## src/rtl/uart_pkg.sv

```systemverilog
// Shared UART definitions: FSM state encoding, data width and parity mode.
// Parity mode follows UART_RX_PARITY_EN.
package uart_pkg;

  localparam int DATA_W = 8;

`ifdef UART_RX_PARITY_EN
  localparam bit PARITY_EN = 1'b1;
`else
  localparam bit PARITY_EN = 1'b0;
`endif

  typedef enum logic [2:0] {
    ST_IDLE    = 3'd0,
    ST_START   = 3'd1,
    ST_DATA    = 3'd2,
    ST_PARITY  = 3'd3,
    ST_STOP    = 3'd4,
    ST_BREAK   = 3'd5,
    ST_CLEANUP = 3'd6
  } uart_state_e;

  // Even parity: data bits plus parity bit must XOR to zero.
  function automatic logic even_par_err(input logic [DATA_W-1:0] data, input logic par);
    return ^{data, par};
  endfunction

endpackage

```

## src/rtl/uart_rx_if.sv

```systemverilog
// Receiver-side bundle: serial line in, received byte with status strobes out.
interface uart_rx_if;
  import uart_pkg::*;

  logic              i_RX_Serial;
  logic              o_RX_DV;
  logic [DATA_W-1:0] o_RX_Byte;
  logic              o_RX_Active;
  logic              o_RX_Frame_Err;
  logic              o_RX_Parity_Err;

  modport slave (
    input  i_RX_Serial,
    output o_RX_DV, o_RX_Byte, o_RX_Active, o_RX_Frame_Err, o_RX_Parity_Err
  );

  modport master (
    output i_RX_Serial,
    input  o_RX_DV, o_RX_Byte, o_RX_Active, o_RX_Frame_Err, o_RX_Parity_Err
  );

endinterface

```

## src/rtl/uart_rx_sync.sv

```systemverilog
// Two-flop synchronizer for an asynchronous single-bit input; both flops reset to RST_VAL.
module uart_rx_sync #(
  parameter logic RST_VAL = 1'b1
) (
  input  logic clk_i,
  input  logic rst_ni,
  input  logic d_i,
  output logic q_o
);

  logic [1:0] sync_q;

  always_ff @(posedge clk_i or negedge rst_ni) begin
    if (!rst_ni) begin
      sync_q <= {2{RST_VAL}};
    end else begin
      sync_q <= {sync_q[0], d_i};
    end
  end

  assign q_o = sync_q[1];

endmodule

```

## src/rtl/uart_rx.sv

```systemverilog
// UART receiver, 8N1 or 8E1 (UART_RX_PARITY_EN), mid-bit sampling, one-cycle DV/error strobes.
// No back-pressure: strobes appear the cycle after the stop sample; the byte holds until the next good frame.
module uart_rx
  import uart_pkg::*;
#(
  parameter int CLKS_PER_BIT = 217
) (
  input  logic     i_Clock,
  input  logic     i_Rst_L,
  uart_rx_if.slave rx_if
);

  localparam int            CW       = $clog2(CLKS_PER_BIT);
  localparam logic [CW-1:0] HALF_CNT = CW'((CLKS_PER_BIT - 1) / 2);
  localparam logic [CW-1:0] LAST_CNT = CW'(CLKS_PER_BIT - 1);

  logic rx_s;

  uart_rx_sync #(.RST_VAL(1'b1)) u_sync (
    .clk_i  (i_Clock),
    .rst_ni (i_Rst_L),
    .d_i    (rx_if.i_RX_Serial),
    .q_o    (rx_s)
  );

  uart_state_e       state_q, state_d;
  logic [CW-1:0]     cnt_q, cnt_d;
  logic [2:0]        idx_q, idx_d;
  logic [DATA_W-1:0] shift_q, shift_d;
  logic [DATA_W-1:0] byte_q, byte_d;
  logic              active_q, active_d;
  logic              dv_q, dv_d;
  logic              ferr_q, ferr_d;
  logic              cnt_wrap;
`ifdef UART_RX_PARITY_EN
  logic              perr_q, perr_d;
  logic              pmis_q, pmis_d;
`endif

  assign cnt_wrap = (cnt_q == LAST_CNT);

  always_comb begin
    state_d  = state_q;
    cnt_d    = cnt_q;
    idx_d    = idx_q;
    shift_d  = shift_q;
    byte_d   = byte_q;
    active_d = active_q;
    dv_d     = 1'b0;
    ferr_d   = 1'b0;
`ifdef UART_RX_PARITY_EN
    perr_d   = 1'b0;
    pmis_d   = pmis_q;
`endif
    case (state_q)
      ST_IDLE: begin
        cnt_d = '0;
        idx_d = 3'd0;
        // The detect cycle counts as the first start-bit cycle, so the start
        // sample lands exactly H cycles after the line is first seen low.
        if (!rx_s) begin
          state_d  = ST_START;
          cnt_d    = CW'(1);
          active_d = 1'b1;
        end
      end
      ST_START: begin
        if (cnt_q == HALF_CNT) begin
          cnt_d = '0;
          if (!rx_s) begin
            state_d = ST_DATA;
          end else begin
            state_d  = ST_IDLE;
            active_d = 1'b0;
          end
        end else begin
          cnt_d = cnt_q + 1'b1;
        end
`ifdef UART_RX_PARITY_EN
        pmis_d = 1'b0;
`endif
      end
      ST_DATA: begin
        if (cnt_wrap) begin
          cnt_d          = '0;
          shift_d[idx_q] = rx_s;
          if (idx_q == 3'd7) begin
            idx_d   = 3'd0;
            state_d = PARITY_EN ? ST_PARITY : ST_STOP;
          end else begin
            idx_d = idx_q + 3'd1;
          end
        end else begin
          cnt_d = cnt_q + 1'b1;
        end
      end
`ifdef UART_RX_PARITY_EN
      ST_PARITY: begin
        if (cnt_wrap) begin
          cnt_d   = '0;
          pmis_d  = even_par_err(shift_q, rx_s);
          state_d = ST_STOP;
        end else begin
          cnt_d = cnt_q + 1'b1;
        end
      end
`endif
      ST_STOP: begin
        if (cnt_wrap) begin
          cnt_d = '0;
          if (rx_s) begin
            byte_d  = shift_q;
            dv_d    = 1'b1;
`ifdef UART_RX_PARITY_EN
            perr_d  = pmis_q;
`endif
            state_d = ST_CLEANUP;
          end else begin
            ferr_d  = 1'b1;
            state_d = ST_BREAK;
          end
        end else begin
          cnt_d = cnt_q + 1'b1;
        end
      end
      ST_BREAK: begin
        if (rx_s) begin
          state_d = ST_CLEANUP;
        end
      end
      ST_CLEANUP: begin
        active_d = 1'b0;
        cnt_d    = '0;
        idx_d    = 3'd0;
        state_d  = ST_IDLE;
      end
      default: begin
        active_d = 1'b0;
        cnt_d    = '0;
        idx_d    = 3'd0;
        state_d  = ST_IDLE;
      end
    endcase
  end

  always_ff @(posedge i_Clock or negedge i_Rst_L) begin
    if (!i_Rst_L) begin
      state_q  <= ST_IDLE;
      cnt_q    <= '0;
      idx_q    <= 3'd0;
      shift_q  <= '0;
      byte_q   <= '0;
      active_q <= 1'b0;
      dv_q     <= 1'b0;
      ferr_q   <= 1'b0;
`ifdef UART_RX_PARITY_EN
      perr_q   <= 1'b0;
      pmis_q   <= 1'b0;
`endif
    end else begin
      state_q  <= state_d;
      cnt_q    <= cnt_d;
      idx_q    <= idx_d;
      shift_q  <= shift_d;
      byte_q   <= byte_d;
      active_q <= active_d;
      dv_q     <= dv_d;
      ferr_q   <= ferr_d;
`ifdef UART_RX_PARITY_EN
      perr_q   <= perr_d;
      pmis_q   <= pmis_d;
`endif
    end
  end

  assign rx_if.o_RX_DV         = dv_q;
  assign rx_if.o_RX_Byte       = byte_q;
  assign rx_if.o_RX_Active     = active_q;
  assign rx_if.o_RX_Frame_Err  = ferr_q;
`ifdef UART_RX_PARITY_EN
  assign rx_if.o_RX_Parity_Err = perr_q;
`else
  assign rx_if.o_RX_Parity_Err = 1'b0;
`endif

endmodule

```

## src/flat_wrapper.sv

```systemverilog
// flat-port wrapper written by rule: the top's interface ports become plain ports
module uart_rx_flat import uart_pkg::*;
#(
  parameter int CLKS_PER_BIT = 217
)
  (i_Clock, i_Rst_L, rx_if_i_RX_Serial, rx_if_o_RX_DV, rx_if_o_RX_Byte, rx_if_o_RX_Active, rx_if_o_RX_Frame_Err, rx_if_o_RX_Parity_Err);
  uart_rx_if rx_if_i ();
  input  logic i_Clock;
  input  logic i_Rst_L;
  input wire logic [$bits(rx_if_i.i_RX_Serial)-1:0] rx_if_i_RX_Serial;
  output wire logic [$bits(rx_if_i.o_RX_DV)-1:0] rx_if_o_RX_DV;
  output wire logic [$bits(rx_if_i.o_RX_Byte)-1:0] rx_if_o_RX_Byte;
  output wire logic [$bits(rx_if_i.o_RX_Active)-1:0] rx_if_o_RX_Active;
  output wire logic [$bits(rx_if_i.o_RX_Frame_Err)-1:0] rx_if_o_RX_Frame_Err;
  output wire logic [$bits(rx_if_i.o_RX_Parity_Err)-1:0] rx_if_o_RX_Parity_Err;
  assign rx_if_i.i_RX_Serial = rx_if_i_RX_Serial;
  assign rx_if_o_RX_DV = rx_if_i.o_RX_DV;
  assign rx_if_o_RX_Byte = rx_if_i.o_RX_Byte;
  assign rx_if_o_RX_Active = rx_if_i.o_RX_Active;
  assign rx_if_o_RX_Frame_Err = rx_if_i.o_RX_Frame_Err;
  assign rx_if_o_RX_Parity_Err = rx_if_i.o_RX_Parity_Err;
  uart_rx #(.CLKS_PER_BIT(CLKS_PER_BIT)) u_core (.i_Clock(i_Clock), .i_Rst_L(i_Rst_L), .rx_if(rx_if_i));
endmodule
```

## config.mk

```make
export PLATFORM = sky130hd
export DESIGN_NAME = uart_rx_flat
export DESIGN_NICKNAME = d
export VERILOG_FILES = /design/src/rtl/uart_pkg.sv /design/src/rtl/uart_rx_if.sv /design/src/rtl/uart_rx_sync.sv /design/src/rtl/uart_rx.sv /design/src/flat_wrapper.sv
export SDC_FILE = /design/constraint.sdc
export NUM_CORES = 1
export LEC_CHECK = 0
export ABC_AREA = 1
export CAP_MARGIN = 5
export CORE_AREA = 2 2 79 59
export CTS_CLUSTER_SIZE = 16
export DETAILED_ROUTE_END_ITERATION = 8
export DIE_AREA = 0 0 81 61
export PLACE_DENSITY = 0.62
export SYNTH_ARGS = -nofsm -noshare
export SYNTH_HDL_FRONTEND = slang
export SYNTH_SLANG_ARGS = --single-unit
```

## constraint.sdc

```tcl
create_clock -name i_Clock -period 1.6 [get_ports i_Clock]
set_clock_uncertainty 0.2 [all_clocks]
set_input_delay 0.32 -clock i_Clock [delete_from_list [all_inputs] [get_ports i_Clock]]
set_output_delay 0.32 -clock i_Clock [all_outputs]
set_load 0.02 [all_outputs]
```

==> qor.csv, run 1 <==
stage;metric;value;unit
global_route;grt ovf;0;
worst_setup_path;worst reg2reg setup slack;-0.11;ns
worst_setup_path;worst endpoint required time;1.58;ns
power;Internal;0.00125;W
route;top routing layer used;met4;
timing;Final Max Slew Viols;0;
timing;fmax;584;MHz
logic_synthesis;Ys Warns;0;
placed_design;half-perimeter wire length after placement;2690;um
route;met3 wire len;149;um
route;routed vias;1567;
route;WL met2;1540;um
die;initial core utilization;43.8;%
route;drt pass-1 iters;4;
worst_setup_path;Slowest-stage cell, CP;dfrtp_1;
worst_hold_path;Hold Crit Class;reg2reg;
final_layout;post-route cell area;0.00243;mm^2
clock_network;CTS Hold Bufs;0;
worst_setup_path;worst-case reg-to-reg path depth;11;
global_route;gr usage total;17.2;%
power;sequential share of power;56.6;%
die;Core Rows;20;
power;leakage;1.22;nW
placed_design;PortBufs;13;
power;Design Power;0.00157;W
worst_setup_path;CP startpoint;u_core.cnt_q[0];
final_layout;layout cell share with drive strength beyond 1;28.5;%
power;P_sw;0.000328;W
final_layout;area grow syn2layout;33.9;%
logic_synthesis;synthesized flop and latch total;35;
final_layout;Antenna Cells;0;
route;DRC;0;
worst_setup_path;worst path arrival time;1.69;ns
power;clock share of power;41.1;%
die;placeable core area;0.00415;mm^2
global_route;initial antenna violation count;0;
route;drt wl/cell;11.6;um
placed_design;routability cong.;0.921;
timing;final worst slack;-0.113;ns
final_layout;Nets;276;
power;combinational power share;2.3;%
worst_setup_path;Setup crit end kind;flip-flop;
final_layout;Fill cells;385;
timing;Period minus WS final;1.71;ns
power;Power Density;647;mW/mm^2
timing;period utilization;107;%
final_layout;commonest non-fill, non-tap cell in the layout;nand2_1;
worst_setup_path;FF-to-FF Start;u_core.cnt_q[0];
worst_setup_path;crit path kind;reg2reg;
route;Post-DRT Antenna Nets;0;
run_status;status;finished, violations left;
global_route;pin count of the biggest net entering global routing;20;
worst_setup_path;slowest cell delay on critical path;0.39;ns
clock_network;CTS tree;done;
clock_network;root buffer cell;clkbuf_8;
route;DRT iter0 DRCs;125;
worst_setup_path;CP max FO;8;
worst_hold_path;hold path startpoint;u_core.u_sync.sync_q[0];
global_route;number of global-route vias before repair;1372;
logic_synthesis;Seq/Total Area, Yosys;48.3;%
logic_synthesis;Netlist cell types;27;
route;Met1 Routed Length;2040;um
die;die span in y;61;um
worst_setup_path;FF-to-FF End;u_core.shift_q[3];
die;Die Area;0.00494;mm^2
clock_network;clk_lat worst skew;0.28;ns
logic_synthesis;Syn Area/Cell;8.12;um^2
worst_setup_path;critical-path cell list;inv_2 -> ha_4 -> nand2_2 -> nor2_2 -> nand2_2 -> buf_6 -> nor2_4 -> buf_12 -> nand3_2 -> nand2_1 -> nand2_1;
worst_hold_path;Hold Path Sink;u_core.u_sync.sync_q[1];
placed_design;dpl cell area;0.00219;mm^2
die;# IOs;15;
clock_network;CTS Sinks;35;
logic_synthesis;Post-Syn Area;0.00182;mm^2
logic_synthesis;Post-Syn Nets;231;
timing;# setup viols final;27;
timing;final hold violations;0;
power;Net Sw Frac;20.8;%
global_route;first-pass GRT wire length;6300;um
die;Die X;81;um
worst_setup_path;crit start category;flip-flop;
clock_network;CTS H-tree lvls;2;
power;Max VDD drop;0.333;mV
clock_network;CTS Buf Count;5;
logic_synthesis;Cells after Synth;224;
route;final wirelength;3780;um
run_status;failing checks;negative setup slack;
route;Vias per Instance;4.82;
job;Max-Cap Viols;0;
final_layout;highest-count cells in the layout ignoring fill and taps;nand2_1 (67), dfrtp_1 (30), buf_4 (27), nand3_1 (17), inv_1 (15);
worst_hold_path;hold path depth;0;
clock_network;Clk pin slew, worst setup/hold paths;0.07;ns
timing;RSZ-0062 raised after global routing;true;
clock_network;Max Root-Sink Buffers;2;
## cell type report
class,instances,area [um^2],share of cell area (%)
sequential,35,882,36.2
timing repair buffer,44,395,16.2
tap,55,68.8,2.83
clock buffer,7,86.3,3.55
clock inverter,1,5.00,0.206
multi-input combinational,162,902,37.1
inverter,21,93.8,3.86
## metal layers
layer	up-vias	track usage (%)
li1	818	-
met1	717	25.5
met2	25	23.3
met3	7	5.36
met4	0	6.78
met5	-	0
## power groups by stage
stage                     Combinational (W)  Clock, W  Sequential, W
after floorplan                  0.00000979         0       0.000907
after global placement            0.0000376         0       0.000907
after detailed placement          0.0000378         0       0.000907
after CTS                         0.0000377  0.000668       0.000890
after global routing              0.0000430  0.000718       0.000890
final                             0.0000368  0.000647       0.000891
## stage by stage
stage	setup TNS (ns)	utilization [%]	hold WS, ns	worst slack [ns]	std cells
floorplan	-0.324	-	-0.176	-0.0404	224
global placement	-0.997	52.6	0.147	-0.0642	311
detailed placement	-1.68	52.6	0.148	-0.101	311
CTS	-1.01	55.4	0.159	-0.0873	320
global route	-4.55	58.6	0.163	-0.240	325
finish	-1.41	58.6	0.156	-0.113	325
## worst max-delay path by stage
| stage | to | slack [ns] | cells past startpoint |
|---|---|---|---|
| floorplan | u_core.rx_if.o_RX_Byte[0] | -0.04 | 9 |
| global placement | u_core.shift_q[6] | -0.06 | 11 |
| detailed placement | u_core.shift_q[3] | -0.10 | 11 |
| CTS | u_core.shift_q[3] | -0.09 | 11 |
| global route | u_core.shift_q[4] | -0.24 | 11 |
| finish | u_core.shift_q[3] | -0.11 | 11 |
## registers in the layout (all words and copies together), names as in the netlist
register	cells
u_core.cnt_q	8
u_core.rx_if.o_RX_Byte	8
u_core.shift_q	8
u_core.idx_q	3
u_core.state_q	3
u_core.u_sync.sync_q	2
u_core.rx_if.o_RX_Active	1
u_core.rx_if.o_RX_DV	1
u_core.rx_if.o_RX_Frame_Err	1
## critical path: cells and delay by family, from the launching register on
family	cells	cell delay [ns]
DFF	1	0.39
buffers and inverters	3	0.34
and+or+nand+nor	7	0.54
adders and majority gates	1	0.13
## synthesized netlist by cell type (all sizes together)
cell    number  share of area [%]
nand2       79                 17
dfrtp       33                 45
nand3       22                6.3
nor2        20                5.1
inv         19                3.9
nand4       14                4.8
o21ai        8                2.2
buf          6                2.8
ha           4                2.8
xor2         4                1.9
o21bai       3                1.2
clkinv       2                1.1
dfstp        2                2.9
nand3b       2               0.83
nor3         2               0.55
clkbuf       1               0.21
conb         1               0.21
o21a         1               0.41
or2          1               0.34
## kinds of logic (layout without fill, tap and decap cells)
logic type / after synthesis / after routing / share of synthesized area [%]
and+or+nand+nor: 140 / 141 / 35.0
other: 1 / 1 / 0.206
adders and majority gates: 4 / 4 / 2.75
DFF: 35 / 35 / 48.3
AOI/OAI and AO/OA: 12 / 12 / 3.85
xor gates and xnor gates: 4 / 4 / 1.93
buffers and inverters: 28 / 73 / 7.98
## timing repair
item / in CTS / in global routing
setup buffers: 0 / 4
setup endpoints to repair: 40 / 32
resized for setup: 23 / 25
pin swaps: 2 / 12
gates cloned: 1 / 1
(Power assumes the default switching activity.)
==> run 2, diff against run 1 <==
--- a/config.mk
+++ b/config.mk
@@ -6,8 +6,8 @@
 export NUM_CORES = 1
 export LEC_CHECK = 0
 export ABC_AREA = 1
-export CAP_MARGIN = 5
 export CORE_AREA = 2 2 79 59
+export CTS_CLUSTER_DIAMETER = 30
 export CTS_CLUSTER_SIZE = 16
 export DETAILED_ROUTE_END_ITERATION = 8
 export DIE_AREA = 0 0 81 61
==> results of run 2 <==
Final layout, timing and power as in run 1 (identical DEF).
==> run 3, diff against run 2 <==
--- a/config.mk
+++ b/config.mk
@@ -15,3 +15,4 @@
 export SYNTH_ARGS = -nofsm -noshare
 export SYNTH_HDL_FRONTEND = slang
 export SYNTH_SLANG_ARGS = --single-unit
+export TNS_END_PERCENT = 30
==> constraint.sdc (replaced) <==
create_clock -name i_Clock -period 1.6 [get_ports i_Clock]
set_clock_uncertainty 0.2 [all_clocks]
set_input_delay 0.4 -clock i_Clock [delete_from_list [all_inputs] [get_ports i_Clock]]
set_output_delay 0.4 -clock i_Clock [all_outputs]
set_load 0.02 [all_outputs]
==> run 3 against run 2 <==
Against the previous run:
- critical endpoint is now u_core.rx_if.o_RX_Byte[3]
- maximum frequency fell by 0.93%
- global-route usage rose by 0.58 points
- setup slack got worse by 0.016 ns
- flip-flop and latch count did not move
- clock power rose by 22%
- the flow still finishes with violations (negative setup slack)
- via count rose by 2.0%
- first-iteration DRC count fell by 46%
==> qor.csv, run 3 (synthesis gave the netlist of run 1 again) <==
stage;metric;value;unit
run_status;status;finished, violations left;
run_status;failing checks;negative setup slack;
route;drt wl/cell;12.0;um
timing;# setup viols final;24;
worst_setup_path;worst endpoint required time;1.63;ns
die;Die Area;0.00494;mm^2
placed_design;placed insts;310;
clock_network;Max Root-Sink Buffers;2;
die;initial core utilization;43.8;%
final_layout;post-route cell area;0.00243;mm^2
worst_setup_path;worst-case reg-to-reg path depth;10;
global_route;initial antenna violation count;0;
worst_setup_path;crit path kind;reg2reg;
placed_design;half-perimeter wire length after placement;2730;um
global_route;first-pass GRT wire length;6590;um
clock_network;CTS H-tree lvls;2;
clock_network;clk_lat worst skew;0.28;ns
final_layout;fin cells;327;
global_route;number of global-route vias before repair;1396;
final_layout;commonest non-fill, non-tap cell in the layout;nand2_1;
die;placeable core area;0.00415;mm^2
clock_network;CTS Buf Count;5;
final_layout;Nets;278;
die;Die X;81;um
route;routed vias;1598;
timing;Period minus WS final;1.73;ns
final_layout;Antenna Cells;0;
final_layout;layout cell share with drive strength beyond 1;30.5;%
route;Post-DRT Antenna Nets;0;
timing;fmax;578;MHz
placed_design;dpl cell area;0.00217;mm^2
global_route;pin count of the biggest net entering global routing;21;
worst_hold_path;hold path depth;0;
route;drt pass-1 iters;8;
final_layout;area grow syn2layout;33.7;%
clock_network;CTS tree;done;
route;DRC;0;
power;Power Density;708;mW/mm^2
placed_design;worst slack at placement;-0.158;ns
worst_setup_path;crit start category;flip-flop;
route;DRT iter0 DRCs;67;
worst_setup_path;worst reg2reg setup slack;-0.13;ns
timing;RSZ-0062 raised after global routing;true;
final_layout;highest-count cells in the layout ignoring fill and taps;nand2_1 (60), dfrtp_1 (33), buf_4 (28), nand3_1 (21), inv_1 (15);
power;leakage;1.23;nW
die;# IOs;15;
clock_network;Clk pin slew, worst setup/hold paths;0.07;ns
global_route;grt ovf;0;
worst_setup_path;worst path arrival time;1.75;ns
timing;final worst slack;-0.129;ns
route;Vias per Instance;4.89;
worst_setup_path;Setup crit end kind;flip-flop;
clock_network;root buffer cell;clkbuf_8;
route;final wirelength;3930;um
timing;Final Max Slew Viols;0;
placed_design;PortBufs;13;
clock_network;CTS Sinks;35;
worst_hold_path;Hold Crit Class;reg2reg;
timing;period utilization;108;%
global_route;gr usage total;17.8;%
placed_design;routability cong.;0.805;
die;die span in y;61;um
die;Core Rows;20;
timing;final hold violations;0;
power;Max VDD drop;0.533;mV
timing;Setup TNS;-1.53;ns
job;Max-Cap Viols;0;
worst_setup_path;CP max FO;6;
timing;hold slack;0.157;ns
==> run 3: area by class of cell <==
class,count,area (um^2)
repair inverters,1,8.76
clock buffers,5,68.8
clock inverters,3,43.8
fillers,386,1720
well taps,55,68.8
repair buffers,45,369
multi-input cells,162,898
flip-flops and latches,35,878
inverters,21,93.8
==> run 3: what timing repair did <==
item / CTS / global route
hold buffers: 1 / 0
gates cloned: 1 / 1
pin swaps: 3 / 16
setup endpoints to repair: 42 / 42
resized for setup: 24 / 37
setup buffers: 4 / 2
hold endpoints to repair: 13 / 0
==> run 3: worst max-delay path, stage by stage, from the launching register on <==
cell,delay (ns)
dfrtp_1,0.40
inv_2,0.09
ha_4,0.15
nand2_4,0.05
nor2_4,0.10
nand2_4,0.08
buf_6,0.12
or2_4,0.31
clkinv_4,0.09
nand2_2,0.04
nand2_1,0.05
==> run 3: power by group <==
| part | switching (W) | internal (W) |
|---|---|---|
| registers | 0.00000187 | 0.000889 |
| clock network | 0.000325 | 0.000464 |
| logic | 0.0000274 | 0.0000136 |
| total | 0.000354 | 0.00137 |
==> run 3: final timing paths <==
check	start	end
setup / recovery	u_core.cnt_q[1]	u_core.rx_if.o_RX_Byte[3]
hold / removal	u_core.u_sync.sync_q[0]	u_core.u_sync.sync_q[1]
setup reg to reg	u_core.cnt_q[1]	u_core.rx_if.o_RX_Byte[3]
hold reg to reg	u_core.u_sync.sync_q[0]	u_core.u_sync.sync_q[1]
max in group asynchronous	i_Rst_L	u_core.rx_if.o_RX_Byte[1]
min in group asynchronous	i_Rst_L	u_core.state_q[0]
==> run 3: routing by layer <==
| layer | routed length (um) | share of wire [%] | global-route usage (%) | up-vias |
|---|---|---|---|---|
| met5 | 0 | 0 | 0 | - |
| met4 | 30 | 0.76 | 4.36 | 0 |
| met3 | 151 | 3.8 | 4.46 | 4 |
| met2 | 1650 | 42 | 25.4 | 35 |
| met1 | 2090 | 53 | 27.0 | 738 |
| li1 | - | - | - | 821 |
==> run 3: per-stage QoR <==
step | utilization, % | total power (W)
floorplan | - | 0.000917
CTS | 56.4 | 0.00174
detailed placement | 52.3 | 0.000948
finish | 58.5 | 0.00172
global route | 58.5 | 0.00179
global placement | 52.3 | 0.000948
